$ cat config.mk
export PLATFORM = sky130hd
export DESIGN_NAME = pixel_block_unpacker
export DESIGN_NICKNAME = d
export VERILOG_FILES = /design/src/rtl/pixel_block_unpacker.sv
export SDC_FILE = /design/constraint.sdc
export NUM_CORES = 1
export LEC_CHECK = 0
export ABC_AREA = 0
export BUFFER_PORTS_ARGS = -buffer_cell sky130_fd_sc_hd__buf_4
export CORE_AREA = 10 10 234 292
export DETAILED_ROUTE_END_ITERATION = 12
export DIE_AREA = 0 0 244 302
export SLEW_MARGIN = 25
export SYNTH_ARGS = -nofsm -noshare
export SYNTH_HDL_FRONTEND = slang
export SYNTH_SLANG_ARGS = --single-unit
$ cat constraint.sdc
create_clock -name clk -period 2.72 [get_ports clk]
set_input_delay 0.272 -clock clk [delete_from_list [all_inputs] [get_ports clk]]
set_output_delay 0.272 -clock clk [all_outputs]
set_load 0.05 [all_outputs]
$ cat src/rtl/pixel_block_unpacker.sv
// Captures a 16-word Nios result block as an 8x8 pixel tile and replays it
// as a raster-order byte stream with a valid/ready handshake.
module pixel_block_unpacker #(
    parameter int COUNT_W = 16
) (
    input  logic               clk,
    input  logic               reset,
    input  logic [511:0]       lines_in,
    input  logic               blk_valid,
    output logic               blk_ready,
    output logic [7:0]         pix_data,
    output logic [2:0]         pix_row,
    output logic [2:0]         pix_col,
    output logic               pix_valid,
    input  logic               pix_ready,
    output logic               pix_last,
    output logic               blk_done,
    output logic [COUNT_W-1:0] blk_count
);

    typedef enum logic [1:0] {
        IDLE,
        STREAM,
        DONE
    } state_t;

    state_t             state_q;
    state_t             state_d;
    logic [511:0]       cap_q;
    logic [5:0]         idx_q;
    logic [COUNT_W-1:0] cnt_q;
    logic               capture;
    logic               xfer;
    logic               last_xfer;
    logic [8:0]         base;

    always_comb begin
        state_d   = state_q;
        capture   = 1'b0;
        xfer      = 1'b0;
        blk_ready = 1'b0;
        pix_valid = 1'b0;
        blk_done  = 1'b0;
        unique case (state_q)
            IDLE: begin
                blk_ready = 1'b1;
                if (blk_valid) begin
                    capture = 1'b1;
                    state_d = STREAM;
                end
            end
            STREAM: begin
                pix_valid = 1'b1;
                xfer      = pix_ready;
                if (pix_ready && idx_q == 6'd63) begin
                    state_d = DONE;
                end
            end
            DONE: begin
                blk_done = 1'b1;
                state_d  = IDLE;
            end
            default: state_d = IDLE;
        endcase
    end

    assign last_xfer = xfer && (idx_q == 6'd63);

    always_ff @(posedge clk or negedge reset) begin
        if (!reset) begin
            state_q <= IDLE;
            cap_q   <= '0;
            idx_q   <= '0;
            cnt_q   <= '0;
        end else begin
            state_q <= state_d;
            if (capture) begin
                cap_q <= lines_in;
                idx_q <= '0;
            end else if (xfer) begin
                idx_q <= idx_q + 6'd1;
            end
            // count becomes visible in the same cycle blk_done pulses
            if (last_xfer) begin
                cnt_q <= cnt_q + 1'b1;
            end
        end
    end

    // MSB byte of each word is the lowest-numbered pixel
    assign base      = {idx_q[5:2], ~idx_q[1:0], 3'b000};
    assign pix_data  = cap_q[base +: 8];
    assign pix_row   = idx_q[5:3];
    assign pix_col   = idx_q[2:0];
    assign pix_last  = pix_valid && (idx_q == 6'd63);
    assign blk_count = cnt_q;

endmodule

; After elaboration in Yosys (flattened, before gate mapping)
; Index checks and enable logic that the tools add are counted.
[classes]
add_sub_neg = 2
n_eq_ne = 5
n_shift = 1
n_mux = 11
bitwise_logic = 1
n_reduce_logical = 6
[op_table]
columns = op, count
row1 = 512-bit by 10-bit indexed part select with 8-bit output, 1
row2 = 16-bit by 1-bit adder with 16-bit output (second input constant), 1
row3 = 6-bit two-way mux, 2
row4 = 6-bit by 1-bit adder with 6-bit output (second input constant), 1
row5 = 6-bit == test (second input constant), 1
row6 = 1-bit two-way mux, 6
row7 = 2-bit two-way mux, 2
row8 = 2-bit != test (second input constant), 2
row9 = 2-bit one-hot mux with 2 select lines, 1
row10 = 1-bit logical AND, 3
row11 = 2-bit by 1-bit == test with 1-bit output (second input constant), 1
row12 = 2-bit == test (second input constant), 1
row13 = 2-bit logical NOT, 1
row14 = 2-bit inverter, 1
row15 = 2-bit AND reduction, 1
row16 = 2-bit nonzero test, 1
[totals]
regBits = 536
out_inout_bits = 34
wordCells = 30

; Longest topological paths before layout
; Gate-level depths: netlist (run 1).
[logic_depth]
ltp_word = 4
mapped_depth = 9
mapped_depth_nobuf = 5

; Worst setup path after synthesis (run 1)
; Ideal clock, no wire load.
[synth_path]
path_type = register to output
from = register idx_q[1]
to = output port pix_data[0]
t_arrival_ns = 2.896
slack_ns = -0.448
stages_incl_launch_ff = 8
path_cell_list = dfrtp_1 buf_6 buf_4 nand3_1 buf_2 o221ai_1 a211oi_1 o32ai_1
[synth_between]
elab_chain_len = 2
[synth_lines]
columns = item, line
row1 = from (decl), 30  ; logic [5:0] idx_q;
row2 = from (signal assigned), 81  ; idx_q <= idx_q + 6'd1;
row3 = 2-bit inverter, 91  ; assign base = {idx_q[5:2], ~idx_q[1:0], 3'b000};
row4 = 512-bit by 10-bit indexed part select with 8-bit output, 92  ; assign pix_data = cap_q[base +: 8];
row5 = to (decl), 11  ; output logic [7:0] pix_data,
; Every way passes these cells.

; Final worst setup path (run 1)
[layout_path]
from = register idx_q[0]
to = output port pix_data[1]
; Same word-level chain as after synthesis.

==> impl_metrics.tcl, run 1 <==
set metrics [dict create \
    synth_fp_nets 2047 \
    cts_buffer_depth 3 \
    fmax_mhz 314 \
    cp-end-kind "output pin" \
    n_fill_cell 4673 \
    slew_headroom 0.481 \
    synth_area_leaders "dfrtp_1 (55%), mux2_2 (24%), mux4_2 (9.1%)" \
    crit_buf_inv 6 \
    synth_common_cells "dfrtp_1 (536), mux2_2 (518), mux4_2 (98), mux2i_1 (89), buf_2 (77)" \
    grt_pass1_wl_um 136000 \
    path_common_cell "buf_8" \
    synth_edf_count 0 \
    firstDrtPassIters 5 \
    ioPinCount 550 \
    crit_path_max_incr_delay_ns 0.50 \
    setup_violations 8 \
    wl_um 91800 \
    dp_worst_setup_slack_ns -0.352 \
    route.vias.total 18300 \
    synth_warnings 0 \
    core_um2 62600 \
    hold_viol 0 \
    cp_cell_sequence "buf_8 > buf_12 > buf_8 > buf_12 > mux4_2 > mux2i_2 > buf_4 > a22oi_2 > and4_4 > buf_8" \
    cts.sinks 536 \
    grt_usage 0.245 \
    detail_route.wl_per_cell_um 25.6 \
    setup_ws_ns -0.465 \
    slew_viol_final 0 \
    cts.reportedPaths.clkPinSlew_ns 0.06 \
    layout_min_cycle_time_ns 3.18 \
    die_x_um 244 \
    worstPathArrival_ns 2.91 \
    violations "setup timing" \
    root_buffer "clkbuf_16" \
    htreeDepth 2 \
    grt_pass1_vias 21100 \
    nets 3206 \
    cp_max_fo 5 \
    ant_nets 0 \
    area_delta_synth_final_pct 59.1 \
    synth.avg_cell_area_um2 15.8 \
    maxCapViolCount 0 \
    dieArea_um2 73700 \
    syn_area_um2 24200 \
    die_y_um 302 \
    rows 103 \
    fin_skew_ns 0.0196 \
    tightest_slew_ns 0.778 \
    grt_max_degree 71 \
    pwr_density_cell_nw_per_um2 913 \
    period_share 1.17 \
    drcViolationCount 0 \
    hold_path_class "in -> reg" \
    rsz0062_at_grt "true" \
    grt-ovfl-total 0 \
    initial_utilization 0.387 \
    synth-async-reset-ratio 1.00 \
    slowest_stage "dfrtp_4" \
    critPathTopFamily "buffers and inverters" \
    synth_top_area_cell "dfrtp_1" \
    gp_congestion 0.855 \
    yosys_register_bits 536 \
    ys_seq_area_frac 0.554 \
    utilization 0.615 \
    netlist_instances 1529 \
    drive_gt1_frac 0.553 \
    dp_hpwl_um 64700 \
    vias_per_cell 5.10 \
    synth-main-ff-cell "dfrtp_1" \
    cts_buffers 57 \
    synth_cell_types 45 \
    p_leak_nw 16.5 \
    first_iter_violations 942 \
    io_buffer_count 549 \
    cts_tree "built" \
    critical_path_class "reg -> out" \
    vdd_drop_max_v 0.00101 \
    antenna_found_initial 9 \
    rrSetupSlack_ns 0.55 \
    yosysMostFrequentCell "dfrtp_1" \
    critPathLaunchType "register" \
    cp.required_ns 2.45 \
    status "finished, violations left" \
    synth_top_area_frac 0.554 \
    clkLatencyLatePin_ns 0.60 \
]
## worst reg2reg max path: cells and delay by family, from the launching register on
kind | cells | cell delay (ns)
xor+xnor | 1 | 0.15
simple gates | 3 | 0.81
flops | 1 | 0.45
buf+inv | 3 | 0.43
fa+ha+maj | 1 | 0.21
## through the flow
stage,setup TNS [ns],cells,power [W],hold slack (ns),cell area [um2]
6_report,-3.46,3584,0.0352,0.255,38500
5_1_grt,-4.11,3581,0.0368,0.240,38500
4_1_cts,-3.78,3570,0.0353,0.219,38300
3_5_place_dp,-1.36,2931,0.0246,0.314,30100
3_3_place_gp,-1.49,2931,0.0243,0.300,30100
2_1_floorplan,0,1529,0.0195,-0.0236,24200
## state kept, by name (all words and copies together) (netlist names)
signal / cells
idx_q: 6
state_q: 2
cap_q: 512
blk_count: 16
## power breakdown
group / switching (W) / internal [W]
Clock: 0.00326 / 0.00480
Combinational: 0.00641 / 0.00798
Sequential: 0.00173 / 0.0110
## final timing paths
kind	start	endpoint	cells past startpoint
hold / removal	blk_valid	cap_q[510]$_DFFE_PN0P_	3
setup reg to reg	idx_q[0]$_DFFE_PN0P_	blk_count[9]$_DFFE_PN0P_	8
max in group asynchronous	reset	cap_q[56]$_DFFE_PN0P_	3
hold reg to reg	blk_count[15]$_DFFE_PN0P_	blk_count[15]$_DFFE_PN0P_	1
min in group asynchronous	reset	cap_q[284]$_DFFE_PN0P_	2
setup / recovery	idx_q[0]$_DFFE_PN0P_	pix_data[1]	10
## final cells by class
cell class                 count  area, um2  share of cell area
inverter                       1       3.75           0.0000974
tap                          840       1050              0.0273
timing repair buffer        1208      11200               0.290
antenna                       13       32.5            0.000845
multi-input combinational    884      10900               0.283
clock buffer                  85       1710              0.0445
sequential                   536      13400               0.349
clock inverter                17        224             0.00581
## cells in the final DEF, fill, tap and decap left out, drive strengths merged, types with 2 or more instances in the layout
| cell | instances |
|---|---|
| mux2i | 89 |
| nand3b | 2 |
| mux2 | 518 |
| or2 | 2 |
| a211o | 3 |
| bufinv | 5 |
| o22ai | 30 |
| xor2 | 5 |
| nand4 | 6 |
| and4 | 12 |
| ha | 2 |
| dlygate4sd3 | 514 |
| and2 | 5 |
| bufbuf | 2 |
| o21ai | 19 |
| nor2 | 13 |
| nand2 | 8 |
| nor2b | 5 |
| clkbuf | 85 |
| a22oi | 6 |
| and3 | 3 |
| dfrtp | 536 |
| xnor2 | 14 |
| nand2b | 2 |
| inv | 2 |
| nand3 | 4 |
| clkinv | 10 |
| a211oi | 26 |
| mux4 | 98 |
| o221ai | 2 |
| a21o | 2 |
| buf | 692 |
| diode | 13 |
## kinds of logic (layout without fill, tap and decap cells)
group | after synthesis | after routing | synth area share
buf+inv | 109 | 1311 | 0.0262
simple gates | 64 | 64 | 0.0159
flops | 536 | 536 | 0.554
other cells | 0 | 13 | 0
compound gates | 94 | 94 | 0.0274
fa+ha+maj | 2 | 2 | 0.00103
mux | 705 | 705 | 0.369
xor+xnor | 19 | 19 | 0.00687
## layer usage
layer  wire length (um)  track usage  up-vias  share of wire
li1                   -            -     8104              -
met1              35600        0.283     9467           0.39
met2              49200        0.449      565           0.54
met3               4350       0.0468      142          0.047
met4               2730       0.0826        0          0.030
met5                  0            0        -              0
## timing repair
item | CTS | global route
pin swaps | 35 | 11
resized for setup | 173 | 24
hold endpoints to repair | 566 | 0
buffers inserted | 19 | 2
endpoints found under the setup margin | 8 | 8
cloned | 9 | 0
hold buffers | 514 | 0
Note: power is estimated with default switching activity, not from simulation.
==> run 2: changes to the inputs <==
Settings changed: SKIP_LAST_GASP set to 1.
==> impl_metrics.tcl, run 2 (synthesis gave the netlist of run 1 again) <==
set metrics [dict create \
    cts_buffer_depth 3 \
    maxCapViolCount 0 \
    cp-end-kind "output pin" \
    area_delta_synth_final_pct 59.1 \
    drcViolationCount 0 \
    critical_path_class "reg -> out" \
    grt_pass1_vias 21100 \
    p_leak_nw 16.5 \
    cp_cell_sequence "buf_8 > buf_12 > buf_8 > buf_12 > mux4_2 > mux2i_2 > buf_4 > a22oi_1 > and4_4 > buf_8" \
    crit_path_max_incr_delay_ns 0.50 \
    clkLatencyLatePin_ns 0.60 \
    drive_gt1_frac 0.553 \
    grt_pass1_wl_um 136000 \
    grt_max_degree 71 \
    firstDrtPassIters 4 \
    rows 103 \
    setup_violations 8 \
    die_x_um 244 \
    vdd_drop_max_v 0.00101 \
    dp_hpwl_um 64700 \
    cts.reportedPaths.clkPinSlew_ns 0.06 \
    vias_per_cell 5.09 \
    tightest_slew_ns 0.672 \
    ant_nets 0 \
    hold_viol 0 \
    layout_min_cycle_time_ns 3.21 \
    grt.busiest_layer "met2" \
    fmax_mhz 312 \
    hold_path_class "in -> async" \
    crit_buf_inv 6 \
    cts.sinks 536 \
    layout_commonest_cell "buf_4" \
    grt_use_met1 0.283 \
    cts_tree "built" \
    gp_congestion 0.855 \
    die_y_um 302 \
    period_share 1.18 \
    slew_viol_final 0 \
    initial_utilization 0.387 \
    crit_cells 10 \
    rsz0062_at_grt "true" \
    reg2regPathDepth 8 \
    htreeDepth 2 \
    status "finished, violations left" \
    r2r_end "blk_count[9]$_DFFE_PN0P_" \
    nets 3205 \
    io_buffer_count 549 \
    slew_headroom 0.552 \
    detail_route.wl_per_cell_um 25.7 \
    regMostFlops "cap_q" \
    wl_um 91900 \
    n_fill_cell 4671 \
    final_cell_mix "buf_4 (621), dfrtp_1 (532), mux2_2 (518), dlygate4sd3_1 (514), mux4_2 (98)" \
    first_iter_violations 1006 \
    critPathTopFamily "buffers and inverters" \
    rrSetupSlack_ns 0.54 \
    slowest_stage "dfrtp_4" \
    dp_worst_setup_slack_ns -0.352 \
    cts_buffers 57 \
    largest_reg_flops 512 \
    grt_use_met2 0.450 \
    dieArea_um2 73700 \
    root_buffer "clkbuf_16" \
    cp.required_ns 2.45 \
    pwr_density_cell_nw_per_um2 913 \
    fin_skew_ns 0.0199 \
    antenna_found_initial 9 \
    utilization 0.615 \
    cp_max_fo 5 \
    violations "setup timing" \
    ioPinCount 550 \
    core_um2 62600 \
    critPathLaunchType "register" \
    grt_usage 0.245 \
    grt-ovfl-total 0 \
    path_common_cell "buf_8" \
    setup_ws_ns -0.486 \
    reg2reg_from "idx_q[0]$_DFFE_PN0P_" \
    total_power_w 0.0352 \
    met3_usage 0.0452 \
    route.vias.total 18200 \
    worstPathArrival_ns 2.93 \
]
run 2: changes by cell type in the layout (fill, tap and decap cells not counted), moves of 2 or more:
cell | before | now
a211oi_4 | 10 | 12
o22ai_2 | 12 | 14
bufbuf_16 | 2 | 0
buf_16 | 11 | 13
o22ai_1 | 12 | 10
run 2: per-stage QoR:
stage / cell area (um2) / hold WS [ns] / instances / setup TNS (ns)
floorplan: 24200 / -0.0236 / 1529 / 0
global placement: 30100 / 0.300 / 2931 / -1.49
detailed placement: 30100 / 0.314 / 2931 / -1.36
CTS: 38300 / 0.219 / 3570 / -3.85
global route: 38500 / 0.240 / 3580 / -4.14
finish: 38500 / 0.252 / 3582 / -3.46
run 2: worst max path at each step:
stage                         startpoint     endpoint  slack, ns
floorplan           idx_q[1]$_DFFE_PN0P_  pix_data[0]       0.05
global placement    idx_q[0]$_DFFE_PN0P_  pix_data[6]      -0.36
detailed placement  idx_q[0]$_DFFE_PN0P_  pix_data[6]      -0.35
CTS                 idx_q[0]$_DFFE_PN0P_  pix_data[4]      -0.49
global route        idx_q[0]$_DFFE_PN0P_  pix_data[5]      -0.55
finish              idx_q[0]$_DFFE_PN0P_  pix_data[1]      -0.49
run 2: layout make-up:
class,count,area [um2],area share
Clock inverter,17,224,0.00581
Multi-Input combinational cell,884,10900,0.283
Sequential cell,536,13400,0.348
Timing Repair Buffer,1207,11200,0.290
Inverter,1,3.75,0.0000974
Antenna cell,12,30.0,0.000779
Clock buffer,85,1710,0.0445
Tap cell,840,1050,0.0273
run 2: repair_timing:
item / in CTS / in global routing
setup endpoints to repair: 8 / 8
hold buffers: 514 / 0
resized for setup: 162 / 36
setup buffers: 19 / 3
gates cloned: 9 / 1
pin swaps: 34 / 20
endpoints found under the hold margin: 566 / 0
run 2: metal layers:
layer | part of all wire | vias to the layer above
met2 | 0.54 | 562
li1 | - | 8099
met5 | 0 | -
met4 | 0.030 | 0
met3 | 0.047 | 139
met1 | 0.39 | 9446
run 2: where the power goes:
part,internal [W],switching [W],total (W)
clock network,0.00480,0.00325,0.00805
logic,0.00795,0.00647,0.0144
registers,0.0110,0.00173,0.0127
total,0.0237,0.0114,0.0352
